$ cat src/rtl/cascaded_mod_counter_pkg.sv
// Package for the cascaded modulo-N counter.
// Contents:
//   DIR_UP / DIR_DOWN : encodings of the 'up' direction input
//   mod_fits()        : legality check that MOD digit values fit in W bits
package cnt_pkg;

    localparam logic DIR_UP   = 1'b1;
    localparam logic DIR_DOWN = 1'b0;

    // A digit must hold values 0..MOD-1, so MOD needs at least two states
    // and MOD-1 must be representable in w bits.
    function automatic bit mod_fits(input int mod, input int w);
        return (mod >= 2) && (w >= 1) && (w < 31) && (mod <= (1 << w));
    endfunction

endpackage

$ cat src/rtl/cascaded_mod_counter_if.sv
// Control/status bundle of the cascaded modulo-N counter.
// Signals:
//   clear, load, load_val, en, up : control inputs to the counter
//   count, tc, ovf, load_err      : status outputs from the counter
// Modports:
//   master : the controlling side (drives controls, observes status)
//   slave  : the counter itself
// Protocol: there is no valid/ready handshake. Every control is a level
// sampled on each rising clk edge; count/ovf/load_err are registered and
// change one cycle after the sampling edge, tc is combinational.
interface cascaded_mod_counter_if #(
    parameter int DIGITS = 4,
    parameter int W      = 4
);
    logic                clear;
    logic                load;
    logic [DIGITS*W-1:0] load_val;
    logic                en;
    logic                up;
    logic [DIGITS*W-1:0] count;
    logic                tc;
    logic                ovf;
    logic                load_err;

    modport master (
        output clear, load, load_val, en, up,
        input  count, tc, ovf, load_err
    );

    modport slave (
        input  clear, load, load_val, en, up,
        output count, tc, ovf, load_err
    );
endinterface

$ cat src/rtl/cascaded_mod_counter_digit.sv
// mod_digit: one W-bit modulo-MOD up/down digit.
// Ports:
//   clk, rstn  : clock, synchronous active-low reset
//   clear      : synchronous clear to 0
//   load       : load from load_val (clamped to MOD-1 when out of range)
//   load_val   : load data for this digit
//   step       : advance one position in direction 'up' this cycle
//   up         : 1 = increment, 0 = decrement
//   value      : current digit value, always within 0..MOD-1
//   at_max     : value == MOD-1
//   at_zero    : value == 0
//   clamped    : load_val is out of range (meaningful when load is high)
module mod_digit
    import cnt_pkg::*;
#(
    parameter int MOD = 10,
    parameter int W   = 4
) (
    input  logic         clk,
    input  logic         rstn,
    input  logic         clear,
    input  logic         load,
    input  logic [W-1:0] load_val,
    input  logic         step,
    input  logic         up,
    output logic [W-1:0] value,
    output logic         at_max,
    output logic         at_zero,
    output logic         clamped
);

    localparam int         MAX_I = MOD - 1;
    localparam int         ONE_I = 1;
    localparam logic [W:0]   MOD_V = MOD[W:0];
    localparam logic [W-1:0] MAX_V = MAX_I[W-1:0];
    localparam logic [W-1:0] ONE_V = ONE_I[W-1:0];

    logic [W-1:0] value_q;

    // Extra top bit so MOD == 2**W still compares correctly.
    assign clamped = ({1'b0, load_val} >= MOD_V);
    assign at_max  = (value_q == MAX_V);
    assign at_zero = (value_q == '0);
    assign value   = value_q;

    always_ff @(posedge clk) begin
        if (!rstn) begin
            value_q <= '0;
        end else if (clear) begin
            value_q <= '0;
        end else if (load) begin
            value_q <= clamped ? MAX_V : load_val;
        end else if (step) begin
            if (up == DIR_UP) begin
                value_q <= at_max ? '0 : value_q + ONE_V;
            end else begin
                value_q <= at_zero ? MAX_V : value_q - ONE_V;
            end
        end
    end

endmodule

$ cat src/rtl/cascaded_mod_counter.sv
// cascaded_mod_counter: DIGITS-digit modulo-MOD up/down counter
// (a BCD counter when MOD=10, W=4).
// Ports:
//   clk  : clock, all state updates on posedge
//   rstn : synchronous active-low reset
//   bus  : slave side of cascaded_mod_counter_if
//          clear/load/load_val/en/up in, count/tc/ovf/load_err out.
//          Digit i lives in bits [i*W +: W], digit 0 least significant.
// Priority each cycle: rstn > clear > load > en.
module cascaded_mod_counter
    import cnt_pkg::*;
#(
    parameter int DIGITS = 4,
    parameter int MOD    = 10,
    parameter int W      = 4
) (
    input  logic                  clk,
    input  logic                  rstn,
    cascaded_mod_counter_if.slave bus
);

    if (!mod_fits(MOD, W)) begin : g_bad_params
        $error("cascaded_mod_counter: MOD=%0d does not fit in W=%0d bits", MOD, W);
    end

    logic [DIGITS-1:0]   step;
    logic [DIGITS-1:0]   at_max;
    logic [DIGITS-1:0]   at_zero;
    logic [DIGITS-1:0]   clamped;
    logic [DIGITS-1:0]   at_limit;
    logic [DIGITS*W-1:0] count_w;
    logic                tc_w;
    logic                ovf_q;
    logic                load_err_q;

    // "At limit" means the digit is about to wrap in the current direction.
    assign at_limit = (bus.up == DIR_UP) ? at_max : at_zero;

    // Digit i steps when counting is enabled and every lower digit is at
    // its limit: an AND chain over the lower digits' limit flags.
    for (genvar i = 0; i < DIGITS; i++) begin : g_digit
        if (i == 0) begin : g_lsd
            assign step[i] = bus.en;
        end else begin : g_upper
            assign step[i] = bus.en & (&at_limit[i-1:0]);
        end

        mod_digit #(
            .MOD (MOD),
            .W   (W)
        ) u_digit (
            .clk      (clk),
            .rstn     (rstn),
            .clear    (bus.clear),
            .load     (bus.load),
            .load_val (bus.load_val[i*W +: W]),
            .step     (step[i]),
            .up       (bus.up),
            .value    (count_w[i*W +: W]),
            .at_max   (at_max[i]),
            .at_zero  (at_zero[i]),
            .clamped  (clamped[i])
        );
    end

    // Terminal count: every digit at its limit while enabled. The next
    // enabled edge (with no clear/load) is a whole-counter wrap.
    assign tc_w = bus.en & (&at_limit);

    always_ff @(posedge clk) begin
        if (!rstn) begin
            ovf_q      <= 1'b0;
            load_err_q <= 1'b0;
        end else if (bus.clear) begin
            ovf_q      <= 1'b0;
            load_err_q <= 1'b0;
        end else if (bus.load) begin
            ovf_q      <= 1'b0;
            load_err_q <= |clamped;
        end else begin
            ovf_q      <= tc_w;
            load_err_q <= 1'b0;
        end
    end

    assign bus.count    = count_w;
    assign bus.tc       = tc_w;
    assign bus.ovf      = ovf_q;
    assign bus.load_err = load_err_q;

endmodule

$ cat src/flat_wrapper.sv
// flat-port wrapper written by rule: the top's interface ports become plain ports
module cascaded_mod_counter_flat import cnt_pkg::*;
#(
    parameter int DIGITS = 4,
    parameter int MOD    = 10,
    parameter int W      = 4
)
  (clk, rstn, bus_clear, bus_load, bus_load_val, bus_en, bus_up, bus_count, bus_tc, bus_ovf, bus_load_err);
  cascaded_mod_counter_if #(.DIGITS(DIGITS), .W(W)) bus_i ();
  input  logic clk;
  input  logic rstn;
  input wire logic [$bits(bus_i.clear)-1:0] bus_clear;
  input wire logic [$bits(bus_i.load)-1:0] bus_load;
  input wire logic [$bits(bus_i.load_val)-1:0] bus_load_val;
  input wire logic [$bits(bus_i.en)-1:0] bus_en;
  input wire logic [$bits(bus_i.up)-1:0] bus_up;
  output wire logic [$bits(bus_i.count)-1:0] bus_count;
  output wire logic [$bits(bus_i.tc)-1:0] bus_tc;
  output wire logic [$bits(bus_i.ovf)-1:0] bus_ovf;
  output wire logic [$bits(bus_i.load_err)-1:0] bus_load_err;
  assign bus_i.clear = bus_clear;
  assign bus_i.load = bus_load;
  assign bus_i.load_val = bus_load_val;
  assign bus_i.en = bus_en;
  assign bus_i.up = bus_up;
  assign bus_count = bus_i.count;
  assign bus_tc = bus_i.tc;
  assign bus_ovf = bus_i.ovf;
  assign bus_load_err = bus_i.load_err;
  cascaded_mod_counter #(.DIGITS(DIGITS), .MOD(MOD), .W(W)) u_core (.clk(clk), .rstn(rstn), .bus(bus_i));
endmodule
$ cat config.mk
export PLATFORM = sky130hd
export DESIGN_NAME = cascaded_mod_counter_flat
export DESIGN_NICKNAME = d
export VERILOG_FILES = /design/src/rtl/cascaded_mod_counter_pkg.sv /design/src/rtl/cascaded_mod_counter_if.sv /design/src/rtl/cascaded_mod_counter_digit.sv /design/src/rtl/cascaded_mod_counter.sv /design/src/flat_wrapper.sv
export SDC_FILE = /design/constraint.sdc
export NUM_CORES = 1
export LEC_CHECK = 0
export ABC_AREA = 0
export BUFFER_PORTS_ARGS = -buffer_cell sky130_fd_sc_hd__buf_2
export CELL_PAD_IN_SITES_DETAIL_PLACEMENT = 1
export CELL_PAD_IN_SITES_GLOBAL_PLACEMENT = 1
export CORE_UTILIZATION = 34
export DETAILED_ROUTE_END_ITERATION = 10
export GPL_TIMING_DRIVEN = 0
export PLACE_DENSITY_LB_ADDON = 0.12
export SYNTH_ARGS = -nofsm -noshare
export SYNTH_HDL_FRONTEND = slang
export SYNTH_SLANG_ARGS = --single-unit
$ cat constraint.sdc
create_clock -name clk -period 1.8 [get_ports clk]
set_input_delay 0.27 -clock clk [delete_from_list [all_inputs] [get_ports clk]]
set_output_delay 0.27 -clock clk [all_outputs]
set_load 0.005 [all_outputs]
==> qor.csv, run 1 <==
stage;metric;value;unit
clock_network;cts.sink_count;18;
timing;setup_repair_after_global_routing_missed_its_margin;yes;
floorplan;core-area;4350;sq um
synthesis;edff_count_synth;0;
timing;worst_slew_margin_rel;62.2;%
finish;area_growth;39.2;%
synthesis;synth_nets;232;
worst_setup_path;cp-end-kind;primary output;
detailed_routing;drc_violations_left;0;
grt;grt-busiest-layer;met2;
placed_design;dp_hpwl;3.73;mm
worst_setup_path;worst_path_max_delay_cell;or4_4;
timing;final-hold-violation-count;0;
detailed_routing;vias_per_cell;5.82;
worst_setup_path;cpPeakStageDelay;0.50;ns
placed_design;pre_cts_ws;-0.327;ns
synthesis;synth.ff_latch_count;18;
grt;global_route_overflow;0;
finish;num-nets-final;291;
timing;worstMarginPinSlew;0.567;ns
finish;post_route_cells_drive_above_1_share;39.2;%
grt;grt_pass1_wl;8.66;mm
timing;skew;0.000973;ns
grt;groute.usage.overall;22.6;%
finish;nFillCells;554;
synthesis;synth-seq-area-share;23.3;%
run_status;run_status;finished, violations left;
clock_network;clkLatencyLatePin;0.27;ns
worst_setup_path;critical_path.cell_chain;buf_8, nor3_4, nor2_4, or4_4, nor4_4, buf_2;
power;vdd_drop_max;0.000229;V
worst_setup_path;worstSetupStartpointType;flop;
floorplan;dieWidth;69.4;microns
synthesis;synthDominantAreaCellType;dfxtp_1;
synthesis;yosys_warnings;0;
power;power-per-cell-area;538;nW/um^2
clock_network;cts.reportedPaths.clkPinSlew;0.08;ns
floorplan;start_util;35.5;%
finish;antenna-diode-count;0;
grt;grt_start_max_net_pins;11;
clock_network;cts_tree;done;
floorplan;rows;24;
worst_setup_path;r2r_setup_slack;-0.21;ns
timing;setup_ws;-0.326;ns
detailed_routing;detailroute.via_count;1862;
detailed_routing;dr.pass1.iters;4;
grt;grt.met2_usage;37.4;%
clock_network;h-tree-depth;1;
timing;setup-violations-final;5;
synthesis;synth_area_per_cell;7.36;sq um
placed_design;gpl.final_weighted_congestion;0.742;
timing;fin_hold_ws;0.257;ns
detailed_routing;wire_per_inst;17.6;microns
worst_setup_path;critPathRequiredTime;1.53;ns
synthesis;synthesized_instance_count;210;
worst_setup_path;timing.setup.critical_path_class;reg2out;
worst_setup_path;worst_ep_arrival_time;1.86;ns
worst_setup_path;crit_fanout;4;
timing;fin_crit_sh;118;%
synthesis;post_synth_main_area_contributors;dfxtp_1, a21oi_1, o21ai_0;
timing;timing.final.max_slew_violations;0;
timing;maximum_achievable_frequency;0.470;GHz
floorplan;die_area;4820;sq um
run_status;violations;negative setup slack;
placed_design;portBuffers;39;
floorplan;die_h;69.4;microns
flow_run;timing.max_cap.violations;0;
min_path;kind_of_path_behind_the_tightest_hold_check;in2reg;
grt;grt_antenna_before_repair;0;
detailed_routing;final_antenna_net_count;0;
grt;globalRouteMet3Util;2.91;%
synthesis;synth_ff_type;dfxtp_1;
timing;finalWorstPathRequiredPeriod;2.13;ns
clock_network;ctsLongestPathBuffers;2;
detailed_routing;drt_iter0_markers;72;
power;cellLeakagePower;0.867;nW
synthesis;mapped_cell_area;1550;sq um
clock_network;hold_buffer_count_at_cts;0;
clock_network;cts-buffers-inserted;3;
synthesis;synth_cell_types;54;
clock_network;cts_root_buffer;clkbuf_8;
grt;global_route.usage.met1;29.7;%
grt;first_global_vias;1714;
synthesis;synth_top_cell_area_share;23.3;%
floorplan;top_level_ports;41;
detailed_routing;totalWireLength;5.64;mm
synthesis;async_flop_share;0;%
-- synthesized netlist by cell type (2+ instances only) --
cell type and number:
a211o_1 3, a211oi_1 2, a21o_1 2, a21oi_1 19, a221oi_1 6, and3_1 8, buf_2 7, buf_6 2
clkbuf_1 9, dfxtp_1 18, inv_1 11, mux2_2 3, nand2_1 13, nand2b_1 3, nand3_1 11, nand3b_1 5
nand4b_1 2, nor2_1 16, nor2_2 2, nor2b_1 3, nor3_1 2, nor3_2 2, nor4_1 2, nor4_4 2
o211ai_1 2, o21ai_0 17, o22ai_1 3, or2_2 2, or3_1 2, xnor2_1 7
-- registers in the layout, indices dropped and copies added, names as in the netlist --
signal                        count
u_core.bus.load_err               1
u_core.g_digit.u_digit.value     16
u_core.bus.ovf                    1
-- metrics by stage --
step	utilization, %	total power [mW]	cell area, sq um	setup TNS, ns	std cells
2_1_floorplan	-	0.634	1580	-0.0206	210
3_3_place_gp	42.3	0.728	1840	-1.07	301
3_5_place_dp	42.3	0.729	1840	-1.12	301
4_1_cts	46.6	1.11	2030	-0.470	310
5_1_grt	49.5	1.22	2150	-1.37	320
6_report	49.5	1.16	2150	-0.824	320
-- worst paths after layout --
check | cells past startpoint | end | from
max | 6 | bus_tc | u_core.g_digit[2].u_digit.value[0]$_SDFFE_PP0P_
min reg2reg | 3 | u_core.g_digit[2].u_digit.value[1]$_SDFFE_PP0P_ | u_core.g_digit[2].u_digit.value[1]$_SDFFE_PP0P_
max reg2reg | 7 | u_core.g_digit[3].u_digit.value[1]$_SDFFE_PP0P_ | u_core.g_digit[1].u_digit.value[3]$_SDFFE_PP0P_
min | 3 | u_core.g_digit[0].u_digit.value[3]$_SDFFE_PP0P_ | bus_load_val[3]
-- routing by layer --
layer  share of wire, %  vias to the layer above
li1                   -                      893
met1                 46                      902
met2                 47                       52
met3                4.4                       15
met4                3.2                        0
met5                  0                        -
-- critical path, delay by kind of cell, from the launching register on --
kind,cells,cell delay (ns)
buffers and inverters,2,0.29
AND/OR/NAND/NOR,4,0.95
flip-flops,1,0.35
-- final cells by class --
| type | count | area [sq um] | share of cell area [%] |
|---|---|---|---|
| multi-input cells | 162 | 1160 | 53.8 |
| flip-flops and latches | 18 | 384 | 17.8 |
| repair buffers | 58 | 349 | 16.2 |
| plain buffers | 15 | 100 | 4.65 |
| well taps | 52 | 65.1 | 3.02 |
| clock buffers | 4 | 55.1 | 2.56 |
| inverters | 11 | 41.3 | 1.92 |
-- what timing repair did --
| item | in CTS | in global routing |
|---|---|---|
| endpoints found under the hold margin | 0 | 0 |
| pin swaps | 11 | 5 |
| setup endpoints to repair | 6 | 12 |
| gates resized for setup | 28 | 13 |
| buffers inserted | 9 | 10 |
-- cells by family after synthesis --
logic type | after synthesis | share of synthesized area (%)
and+or+nand+nor | 82 | 31.8
AOI/OAI and AO/OA | 69 | 29.1
buffers and inverters | 30 | 9.06
DFF | 18 | 23.3
xor gates and xnor gates | 8 | 4.53
muxes | 3 | 2.18
-- where the power goes --
group	total (mW)	internal, mW	switching, mW
sequential	0.438	0.412	0.0264
clock	0.366	0.195	0.170
combinational	0.355	0.164	0.191
-- cells in the final DEF, fill, tap and decap left out, types with 2 or more instances in the layout --
master / instances
nor3_4: 3
or3_1: 2
mux2_4: 2
o211ai_1: 2
xnor2_1: 6
o21ai_0: 17
a221oi_1: 6
a211o_1: 3
nand2_1: 13
or2_2: 2
nand4b_1: 2
o22ai_1: 3
a21oi_1: 19
nor2_1: 13
nand3b_1: 5
buf_6: 6
a21o_1: 2
clkbuf_1: 7
nor2_4: 4
buf_2: 41
nor4_1: 2
clkbuf_8: 4
nand2b_1: 3
buf_4: 17
nor2b_1: 3
dfxtp_4: 4
and3_1: 6
inv_1: 11
dfxtp_2: 7
and3_4: 2
a211oi_1: 2
nor4_4: 3
nand3_1: 10
dfxtp_1: 7
Power figures use the tool's default switching activity.
==> inputs of run 2 (changes only) <==
--- a/config.mk
+++ b/config.mk
@@ -13,6 +13,8 @@
 export DETAILED_ROUTE_END_ITERATION = 10
 export GPL_TIMING_DRIVEN = 0
 export PLACE_DENSITY_LB_ADDON = 0.12
+export SETUP_SLACK_MARGIN = 0.5
 export SYNTH_ARGS = -nofsm -noshare
 export SYNTH_HDL_FRONTEND = slang
+export SYNTH_HIERARCHICAL = 1
 export SYNTH_SLANG_ARGS = --single-unit
==> qor.csv, run 2 <==
stage;metric;value;unit;change
finish;layout_common_cells;buf_2, nor2_1, buf_4;;
timing;fin_crit_sh;111;%;-7.3 points
power;power-per-cell-area;486;nW/um^2;-9.7%
timing;finalWorstPathRequiredPeriod;2.00;ns;-0.131 ns
detailed_routing;drt_iter0_markers;73;;+1.4%
power;pwr-share-seq;38.7;%;+0.9 points
synthesis;synthDominantAreaCellType;dfxtp_1;;
detailed_routing;detailroute.via_count;1779;;-4.5%
timing;timing.final.max_slew_violations;0;;unchanged
synthesis;async_flop_share;0;%;unchanged
finish;post-route-cell-area;2300;sq um;+6.8%
synthesis;synthesized_instance_count;208;;-0.95%
synthesis;synth.ff_latch_count;18;;unchanged
placed_design;placed_area;1930;sq um;+5.1%
synthesis;synth-seq-area-share;23.1;%;-0.19 points
timing;worst_slew_margin_rel;55.4;%;-6.8 points
synthesis;post_synth_main_area_contributors;dfxtp_1, nor2_1, xor2_1;;
clock_network;hold_buffer_count_at_cts;0;;unchanged
synthesis;mapped_cell_area;1560;sq um;+0.81%
power;cellLeakagePower;0.970;nW;+12%
detailed_routing;totalWireLength;5.05;mm;-11%
grt;grt_antenna_before_repair;0;;unchanged
timing;fin_hold_ws;0.266;ns;+0.00962 ns
clock_network;cts-buffers-inserted;3;;unchanged
floorplan;rows;24;;unchanged
detailed_routing;vias_per_cell;5.49;;-5.6%
finish;area_growth;47.5;%;
finish;largest_reg_flops;16;;unchanged
worst_setup_path;critPathRequiredTime;1.99;ns;+0.46 ns
floorplan;dieWidth;69.7;microns;+0.40%
synthesis;synth.cells.most_frequent;nor2_1, dfxtp_1, nand2_1, a21oi_1;;
floorplan;die_area;4860;sq um;+0.79%
power;intPower;0.751;mW;-2.6%
clock_network;h-tree-depth;1;;unchanged
timing;setup_repair_after_global_routing_missed_its_margin;yes;;
synthesis;synth_cell_types;35;;-35%
worst_setup_path;worst_ep_arrival_time;2.19;ns;+0.33 ns
power;switching_share;32.7;%;-0.66 points
synthesis;synth_top_cell_area_share;23.1;%;-0.19 points
clock_network;cts.sink_count;18;;unchanged
finish;final_util;52.5;%;+3.0 points
timing;setup-violations-final;11;;+6
placed_design;portBuffers;40;;+2.6%
timing;worstMarginPinSlew;0.669;ns;+0.102 ns
timing;final-hold-violation-count;0;;unchanged
worst_setup_path;worstSetupStartpointType;flop;;
clock_network;cts.reportedPaths.clkPinSlew;0.08;ns;about the same
clock_network;clkLatencyLatePin;0.26;ns;about the same
finish;final_common_cell;buf_2;;
clock_network;cts_root_buffer;clkbuf_8;;
run_status;violations;negative setup slack;;
worst_setup_path;timing.setup.critical_path_class;reg2reg;;
synthesis;synth_ff_type;dfxtp_1;;
worst_setup_path;cp-end-kind;flop;;
worst_setup_path;r2r_setup_slack;-0.20;ns;about the same
placed_design;place_inst;300;;-0.33%
detailed_routing;dr.pass1.iters;4;;unchanged
power;vdd_drop_max;0.000260;V;+14%
floorplan;start_util;35.6;%;+0.042 points
finish;antenna-diode-count;0;;unchanged
grt;groute.usage.overall;20.2;%;-2.4 points
timing;maximum_achievable_frequency;0.501;GHz;+6.6%
floorplan;core-area;4380;sq um;+0.69%
synthesis;synth_area_per_cell;7.50;sq um;+1.8%
worst_setup_path;crit_fanout;4;;unchanged
timing;setup_ws;-0.195;ns;+0.131 ns
finish;stdcell_count;324;;+1.3%
finish;post_route_cells_drive_above_1_share;50.7;%;+12 points
floorplan;top_level_ports;41;;unchanged
power;comb_power_share;33.5;%;+2.9 points
synthesis;synth_most_common_cell;nor2_1;;
placed_design;dp_hpwl;3.23;mm;-13%
synthesis;synth_nets;230;;-0.86%
placed_design;gpl.final_weighted_congestion;0.798;;+7.5%
synthesis;yosys_warnings;6;;+6
flow_run;timing.max_cap.violations;0;;unchanged
min_path;kind_of_path_behind_the_tightest_hold_check;in2reg;;
clock_network;ctsLongestPathBuffers;2;;unchanged
grt;grt_start_max_net_pins;35;;+24
detailed_routing;final_antenna_net_count;0;;unchanged
timing;skew;0.00990;ns;+0.00892 ns
grt;global_route_overflow;0;;unchanged
power;total_power;1.12;mW;-3.6%
power;power.switching;0.366;mW;-5.5%
synthesis;edff_count_synth;0;;unchanged
clock_network;cts_tree;done;;
detailed_routing;wire_per_inst;15.6;microns;-12%
floorplan;die_h;69.7;microns;+0.40%
finish;num-nets-final;295;;+1.4%
grt;first_global_vias;1786;;+4.2%
power;clkPwrFrac;27.8;%;-3.7 points
run_status;run_status;finished, violations left;;
detailed_routing;drc_violations_left;0;;unchanged
grt;grt_pass1_wl;8.11;mm;-6.3%
run 2: cell types whose count changed after synthesis, moves of 6 or more:
cell	delta
a21oi_1	-7
xor2_1	+7
or3_1	+6
nor4_1	+7
nand2b_1	+6
a221oi_1	-6
o21ai_0	-13
nor3_1	+6
and3_1	-8
nor2_1	+9
a211oi_1	+6
run 2: final cells by class:
cell class,instances,area (sq um)
fill,548,2080
clock buffer,4,45.0
sequential,18,372
multi-input combinational,161,1230
inverter,13,51.3
timing repair buffer,60,375
buffer,16,161
tap,52,65.1
run 2: final timing paths:
kind	startpoint	end	cells after the start
max	u_core/g_digit[0].u_digit/value[3]$_SDFFE_PP0P_	u_core/g_digit[2].u_digit/value[2]$_SDFFE_PP0P_	9
min	bus_load_val[2]	u_core/g_digit[0].u_digit/value[2]$_SDFFE_PP0P_	3
max reg2reg	u_core/g_digit[0].u_digit/value[3]$_SDFFE_PP0P_	u_core/g_digit[2].u_digit/value[2]$_SDFFE_PP0P_	9
min reg2reg	u_core/g_digit[3].u_digit/value[3]$_SDFFE_PP0P_	u_core/g_digit[3].u_digit/value[3]$_SDFFE_PP0P_	3
run 2: power by group through the flow:
stage | combinational [mW] | clock (mW) | sequential (mW)
after global routing | 0.406 | 0.339 | 0.435
final | 0.375 | 0.311 | 0.432
after global placement | 0.299 | 0 | 0.440
after CTS | 0.342 | 0.319 | 0.432
after detailed placement | 0.301 | 0 | 0.440
after floorplan | 0.199 | 0 | 0.439
run 2: worst max-delay path, stage by stage, from the launching register on:
cell and delay, ns:
dfxtp_2 0.34, buf_6 0.12, nor4_4 0.26, and4b_2 0.31
or2_4 0.14, buf_8 0.10, a41oi_2 0.10, o21a_1 0.13
or3_4 0.33, a21oi_2 0.11
run 2: cells by family (layout without fill, tap and decap cells):
group	after synthesis	in the layout	share of synthesized area (%)
AND/OR/NAND/NOR	93	93	31.7
buffers and inverters	29	93	9.55
multiplexers	3	3	2.01
AO/OA/AOI/OAI	53	53	26.9
XOR/XNOR	12	12	6.74
flip-flops	18	18	23.1
run 2: per-layer routing:
metal  GRT usage [%]  vias up  wire length, microns
met5               0        -                     0
met4            2.67        0                    13
met3            3.92        2                   161
met2            35.4       33                  2480
met1            26.2      862                  2390
li1                -      882                     -
run 2: through the flow:
stage          worst slack [ns]  TNS [ns]
2_1_floorplan            -0.111    -0.243
5_1_grt                  -0.321     -2.86
4_1_cts                  -0.232     -1.42
3_3_place_gp             -0.456     -3.18
6_report                 -0.195     -1.22
3_5_place_dp             -0.509     -3.30
run 2: timing repair:
| item | in CTS | in global routing |
|---|---|---|
| pin swaps | 28 | 15 |
| endpoints found under the hold margin | 0 | 0 |
| setup buffers | 13 | 7 |
| gates resized for setup | 19 | 26 |
| gates cloned | 0 | 0 |
| setup endpoints to repair | 16 | 17 |
